File: config.mk
export PLATFORM = sky130hd
export DESIGN_NAME = reg_file_sb
export DESIGN_NICKNAME = d
export VERILOG_FILES = /design/src/rtl/mips_pkg.sv /design/src/rtl/sb_counter.sv /design/src/rtl/reg_file_sb.sv
export SDC_FILE = /design/constraint.sdc
export NUM_CORES = 2
export LEC_CHECK = 0
export CAP_MARGIN = 20
export CORE_UTILIZATION = 37
export CTS_CLUSTER_SIZE = 14
export DETAILED_ROUTE_END_ITERATION = 12
export MAX_ROUTING_LAYER = met4
export PLACE_DENSITY_LB_ADDON = 0.05
export SLEW_MARGIN = 25
export SYNTH_ARGS = -nofsm -noshare
export SYNTH_HDL_FRONTEND = slang
export SYNTH_SLANG_ARGS = --single-unit
File: constraint.sdc
create_clock -name clk -period 5.07 [get_ports clk]
set_input_delay 0.507 -clock clk [delete_from_list [all_inputs] [get_ports clk]]
set_output_delay 0.507 -clock clk [all_outputs]
set_load 0.02 [all_outputs]
File: src/rtl/mips_pkg.sv
// Shared widths and constants for the register file / scoreboard slice.
package mips_pkg;

    localparam int DATA_W = 32;
    localparam int ADDR_W = 5;
    localparam int CNT_W  = 2;

    localparam logic [4:0] REG_ZERO = 5'd0;

endpackage

File: src/rtl/sb_counter.sv
// Saturating up/down count of in-flight writes for one register.
module sb_counter #(
    parameter int CNT_W = mips_pkg::CNT_W
) (
    input  logic             clk,
    input  logic             rst,
    input  logic             inc,
    input  logic             dec,
    output logic [CNT_W-1:0] cnt,
    output logic             sat_hi,
    output logic             zero
);

    logic [CNT_W-1:0] r_cnt;

    assign cnt    = r_cnt;
    assign sat_hi = &r_cnt;
    assign zero   = (r_cnt == '0);

    // Simultaneous inc and dec cancel; both ends hold instead of wrapping.
    always_ff @(posedge clk) begin
        if (rst) begin
            r_cnt <= '0;
        end else if (inc && !dec && !sat_hi) begin
            r_cnt <= r_cnt + 1'b1;
        end else if (dec && !inc && !zero) begin
            r_cnt <= r_cnt - 1'b1;
        end
    end

endmodule

File: src/rtl/reg_file_sb.sv
// Register file with write bypass and a per-register in-flight-write scoreboard.
module reg_file_sb
    import mips_pkg::*;
#(
    parameter int DATA_W = mips_pkg::DATA_W,
    parameter int ADDR_W = mips_pkg::ADDR_W,
    parameter int CNT_W  = mips_pkg::CNT_W
) (
    input  logic                 clk,
    input  logic                 rst,
    input  logic [ADDR_W-1:0]    rs_addr,
    input  logic [ADDR_W-1:0]    rt_addr,
    input  logic                 rs_used,
    input  logic                 rt_used,
    output logic [DATA_W-1:0]    rs_data,
    output logic [DATA_W-1:0]    rt_data,
    input  logic                 issue_valid,
    input  logic [ADDR_W-1:0]    issue_dst,
    input  logic                 wr_en,
    input  logic [ADDR_W-1:0]    wr_addr,
    input  logic [DATA_W-1:0]    wr_data,
    output logic                 stall,
    output logic [2**ADDR_W-1:0] busy_vec,
    output logic                 sb_err
);

    localparam int NREG = 2 ** ADDR_W;
    localparam logic [ADDR_W-1:0] R0 = ADDR_W'(REG_ZERO);

    logic [DATA_W-1:0] r_regs [NREG];
    logic              r_err;

    logic [CNT_W-1:0]  w_cnt [NREG];
    logic [NREG-1:0]   w_zero;
    logic [NREG-1:0]   w_sat;

    logic w_wb;
    logic w_rs_rdy;
    logic w_rt_rdy;
    logic w_dst_full;
    logic w_accept;

    assign w_wb = wr_en && (wr_addr != R0);

    assign w_cnt[0]  = '0;
    assign w_zero[0] = 1'b1;
    assign w_sat[0]  = 1'b0;

    for (genvar gi = 1; gi < NREG; gi++) begin : g_cnt
        sb_counter #(.CNT_W(CNT_W)) u_cnt (
            .clk    (clk),
            .rst    (rst),
            .inc    (w_accept && (issue_dst == ADDR_W'(gi))),
            .dec    (w_wb && (wr_addr == ADDR_W'(gi))),
            .cnt    (w_cnt[gi]),
            .sat_hi (w_sat[gi]),
            .zero   (w_zero[gi])
        );
    end

    // A source with exactly one write left is ready if that write lands now.
    assign w_rs_rdy = (rs_addr == R0) || w_zero[rs_addr] ||
                      ((w_cnt[rs_addr] == CNT_W'(1)) && w_wb &&
                       (wr_addr == rs_addr));
    assign w_rt_rdy = (rt_addr == R0) || w_zero[rt_addr] ||
                      ((w_cnt[rt_addr] == CNT_W'(1)) && w_wb &&
                       (wr_addr == rt_addr));

    assign w_dst_full = (issue_dst != R0) && w_sat[issue_dst] &&
                        !(w_wb && (wr_addr == issue_dst));

    assign stall = issue_valid &&
                   ((rs_used && !w_rs_rdy) ||
                    (rt_used && !w_rt_rdy) ||
                    w_dst_full);

    assign w_accept = issue_valid && !stall;

    always_comb begin
        rs_data = r_regs[rs_addr];
        if (rs_addr == R0) begin
            rs_data = '0;
        end else if (w_wb && (wr_addr == rs_addr)) begin
            rs_data = wr_data;
        end
    end

    always_comb begin
        rt_data = r_regs[rt_addr];
        if (rt_addr == R0) begin
            rt_data = '0;
        end else if (w_wb && (wr_addr == rt_addr)) begin
            rt_data = wr_data;
        end
    end

    always_ff @(posedge clk) begin
        if (rst) begin
            for (int i = 0; i < NREG; i++) begin
                r_regs[i] <= '0;
            end
        end else if (w_wb) begin
            r_regs[wr_addr] <= wr_data;
        end
    end

    // A write-back nobody issued for is a scoreboard error, unless an
    // issue to the same register is accepted in that cycle.
    always_ff @(posedge clk) begin
        if (rst) begin
            r_err <= 1'b0;
        end else if (w_wb && w_zero[wr_addr] &&
                     !(w_accept && (issue_dst == wr_addr))) begin
            r_err <= 1'b1;
        end
    end

    assign sb_err   = r_err;
    assign busy_vec = ~w_zero;

endmodule

==> metrics.md <==
| Metric | Value |
|---|---|
| CP arrival | `approximately 4 ns` |
| Relative slew margins | `0.270` |
| Status | `complete, no violations` |
| Register area share after synthesis | `0.522` |
| Final Hold Fails | `0` |
| Post-synth top area share | `0.502` |
| Htree depth | `4` |
| Sink Count | `1,087` |
| 1st-pass router iterations | `5` |
| Max incr delay on CP | `between 0.7 and 0.8 ns` |
| Post-synth EDFFs | `1,024` |
| Chip Height | `between 400 and 500 µm` |
| Leak | `~25 nW` |
| Via count | `about 42,000` |
| Final ANT Viol Nets | `0` |
| Unrepaired setup endpoints after global routing | `no` |
| CTS Hold Bufs | `0` |
| CP Class | `input pin to output pin` |
| Most numerous cell in the Yosys netlist | `edfxtp_1` |
| Minimum clock period after layout | `~4.6 ns` |
| Cts repair resizes | `0` |
| Final setup fails | `0` |
| Gr ovfl total | `0` |
| Hold wc startpoint | `rst` |
| Number of global-route vias before repair | `41,100` |
| Area leader, netlist | `edfxtp_1` |
| Dpl hpwl | `roughly 150,000 µm` |
| Most frequent cells after synthesis | `edfxtp_1, and2_1, mux4_2` |
| DRC violations left | `0` |
| PortBufs | `154` |
| Max-Cap Viols | `0` |
| First-pass GRT wire length | `roughly 350,000 µm` |
| Core Area | `between 0.15 and 0.2 mm²` |
| Critical-path cell list | `clkdlybuf4s50_1 > buf_4 > nand2b_1 > a21oi_1 > o41ai_1 > nand3_1 > o31ai_1 > nor2_2 > nand2_1 > and2_1 > clkdlybuf4s50_1` |
| Non-Filler Instances | `a little under 7,000` |
| Crit path required time | `around 4.6 ns` |
| Layout cells sized above 1 | `0.253` |
| Hold WC Path Type | `input pin to register` |
| Standard-cell row count | `around 150` |
| Starting Density | `0.375` |
| Dpl cells | `6,487` |
| Max Fclk | `approximately 220 MHz` |
| Post-synth cell types | `a little under 80` |
| GPL Wtd Cong | `~0.87` |
| Final TNS setup | `0 ns` |
| CTS tree | `done` |
| Period utilization | `0.898` |
| Setup Skew | `0.0153 ns` |
| #FFs+latches synth | `between 1,000 and 1,500` |
| Setup crit end kind | `output pin` |
| Via density | `6.23` |
| Clock Latency Late Sink | `between 0.7 and 0.8 ns` |
| Synth area leaders | `edfxtp_1, mux4_2, and2_1, mux2i_1, clkbuf_1` |
| CP max FO | `15` |
| Clk buf depth | `3` |
| Root Buffer | `clkbuf_16` |
| Cell mode on critical path | `clkdlybuf4s50_1` |
| Ports | `around 160` |
| Syn Inst Count | `around 4,400` |
| Mapped Area | `0.0613 mm²` |
| Initial antenna violation count | `36` |
| Area growth from synthesis to layout | `15.6%` |
| Die width | `409 µm` |
| Main flop type after synthesis | `edfxtp_1` |
| Async SR Flop Fraction | `0` |
| CP max-delay cell | `clkdlybuf4s50_1` |
| Slew Limit Fails | `0` |
| Total power per unit cell area | `333 mW/mm²` |
| Launch point of the worst path | `issue_dst[1]` |
| CP Buf/Inv Count | `3` |
| Initial DRC count | `5,363` |
| Post-Route WL | `between 200,000 and 300,000 µm` |
| Warning count from the yosys run | `0` |
| Total GRT Usage | `0.314` |
| Worst vdd ir | `roughly 0.32 mV` |
| Syn avg cell area | `~14 µm²` |
| Post-CTS setup buffers | `0` |
| Nets@finish | `4,508` |
| R2R Path Start | `g_cnt[16].u_cnt.cnt[0]$_SDFFE_PP0P_` |
| CP Launch Type | `input pin` |
| CTS Buf Count | `about 140` |
| Tightest Pin Transition | `around 1.1 ns` |
| Reg clk slew, reported paths | `roughly 0.07 ns` |
| Largest net degree at the start of global routing | `between 100 and 150` |
| Post-DR wirelength/cell | `between 30 and 40 µm` |
| Die Area | `~0.17 mm²` |
| Delay-heaviest family, CP | `buffers and inverters` |
[worst register-to-register path, cell delays in order, from the launching register on]
cell and delay, ns:
dfxtp_1 0.39, nor2_1 0.28, inv_1 0.15, mux4_2 0.48, o22a_1 0.21, mux2i_1 0.25, a211oi_1 0.14, nor3_4 0.25
buf_4 0.26, and2_4 0.32, buf_12 0.28, o2111ai_1 0.22, a21oi_1 0.19
[routing by layer]
layer / vias to the layer above / routed length (µm) / GRT usage
li1: 17100 / - / -
met1: 22300 / 108000 / 0.428
met2: 2260 / 120000 / 0.481
met3: 394 / 20700 / 0.0450
met4: 0 / 9360 / 0.108
met5: - / 0 / -
[state kept, by name, summed over array words and instances, names as in the netlist]
| name | flops |
|---|---|
| sb_err | 1 |
| r_regs | 1024 |
| g_cnt.u_cnt.cnt | 62 |
[through the flow]
stage | hold WS [ns] | area [µm²] | worst slack [ns] | total power (W) | util
CTS | 0.118 | 70800 | 0.498 | 0.0237 | 0.433
detailed placement | 0.466 | 66500 | 0.497 | 0.0141 | 0.407
global route | 0.169 | 70800 | 0.365 | 0.0242 | 0.433
global placement | 0.438 | 66500 | 0.489 | 0.0141 | 0.407
floorplan | 0.492 | 61400 | 1.63 | 0.0126 | -
finish | 0.148 | 70800 | 0.515 | 0.0236 | 0.433
[final cells by class]
cell class	count	area, µm²
Sequential cell	1087	32000
Multi-Input combinational cell	2780	27600
Timing Repair Buffer	392	4010
Fill cell	14700	92700
Clock buffer	173	3660
Antenna cell	21	52.6
Tap cell	2175	2720
Inverter	53	206
Clock inverter	69	602
[report_power, final]
group	total (W)	switching [W]	internal [W]
combinational	0.00343	0.00202	0.00142
sequential	0.0105	0.000239	0.0103
clock	0.00964	0.00409	0.00555
[logic make-up after synthesis]
| group | synth area share |
|---|---|
| AOI/OAI and AO/OA | 0.0527 |
| xor gates and xnor gates | 0.00214 |
| buffers and inverters | 0.0360 |
| DFF | 0.522 |
| muxes | 0.242 |
| other | 0.0000612 |
| and+or+nand+nor | 0.145 |
[layout by cell type, fill, tap and decap left out, drive strengths merged, types with 60 or more instances in the layout]
master / n
mux2i: 146
mux4: 584
and2: 923
edfxtp: 1024
a211oi: 92
nand2: 142
o21ai: 60
a21oi: 91
clkbuf: 174
nor2: 155
buf: 259
and3: 113
dfxtp: 63
clkdlybuf4s50: 132
inv: 60
[worst paths after layout]
kind	slack (ns)	end	cells past startpoint
worst max-delay path	0.51	stall	11
worst min-delay path	0.15	g_cnt[20].u_cnt.cnt[1]$_SDFFE_PP0P_	2
worst max register to register	1.58	g_cnt[13].u_cnt.cnt[1]$_SDFFE_PP0P_	12
worst min register to register	0.48	sb_err$_SDFFE_PP0P_	2
(Power assumes the default switching activity.)
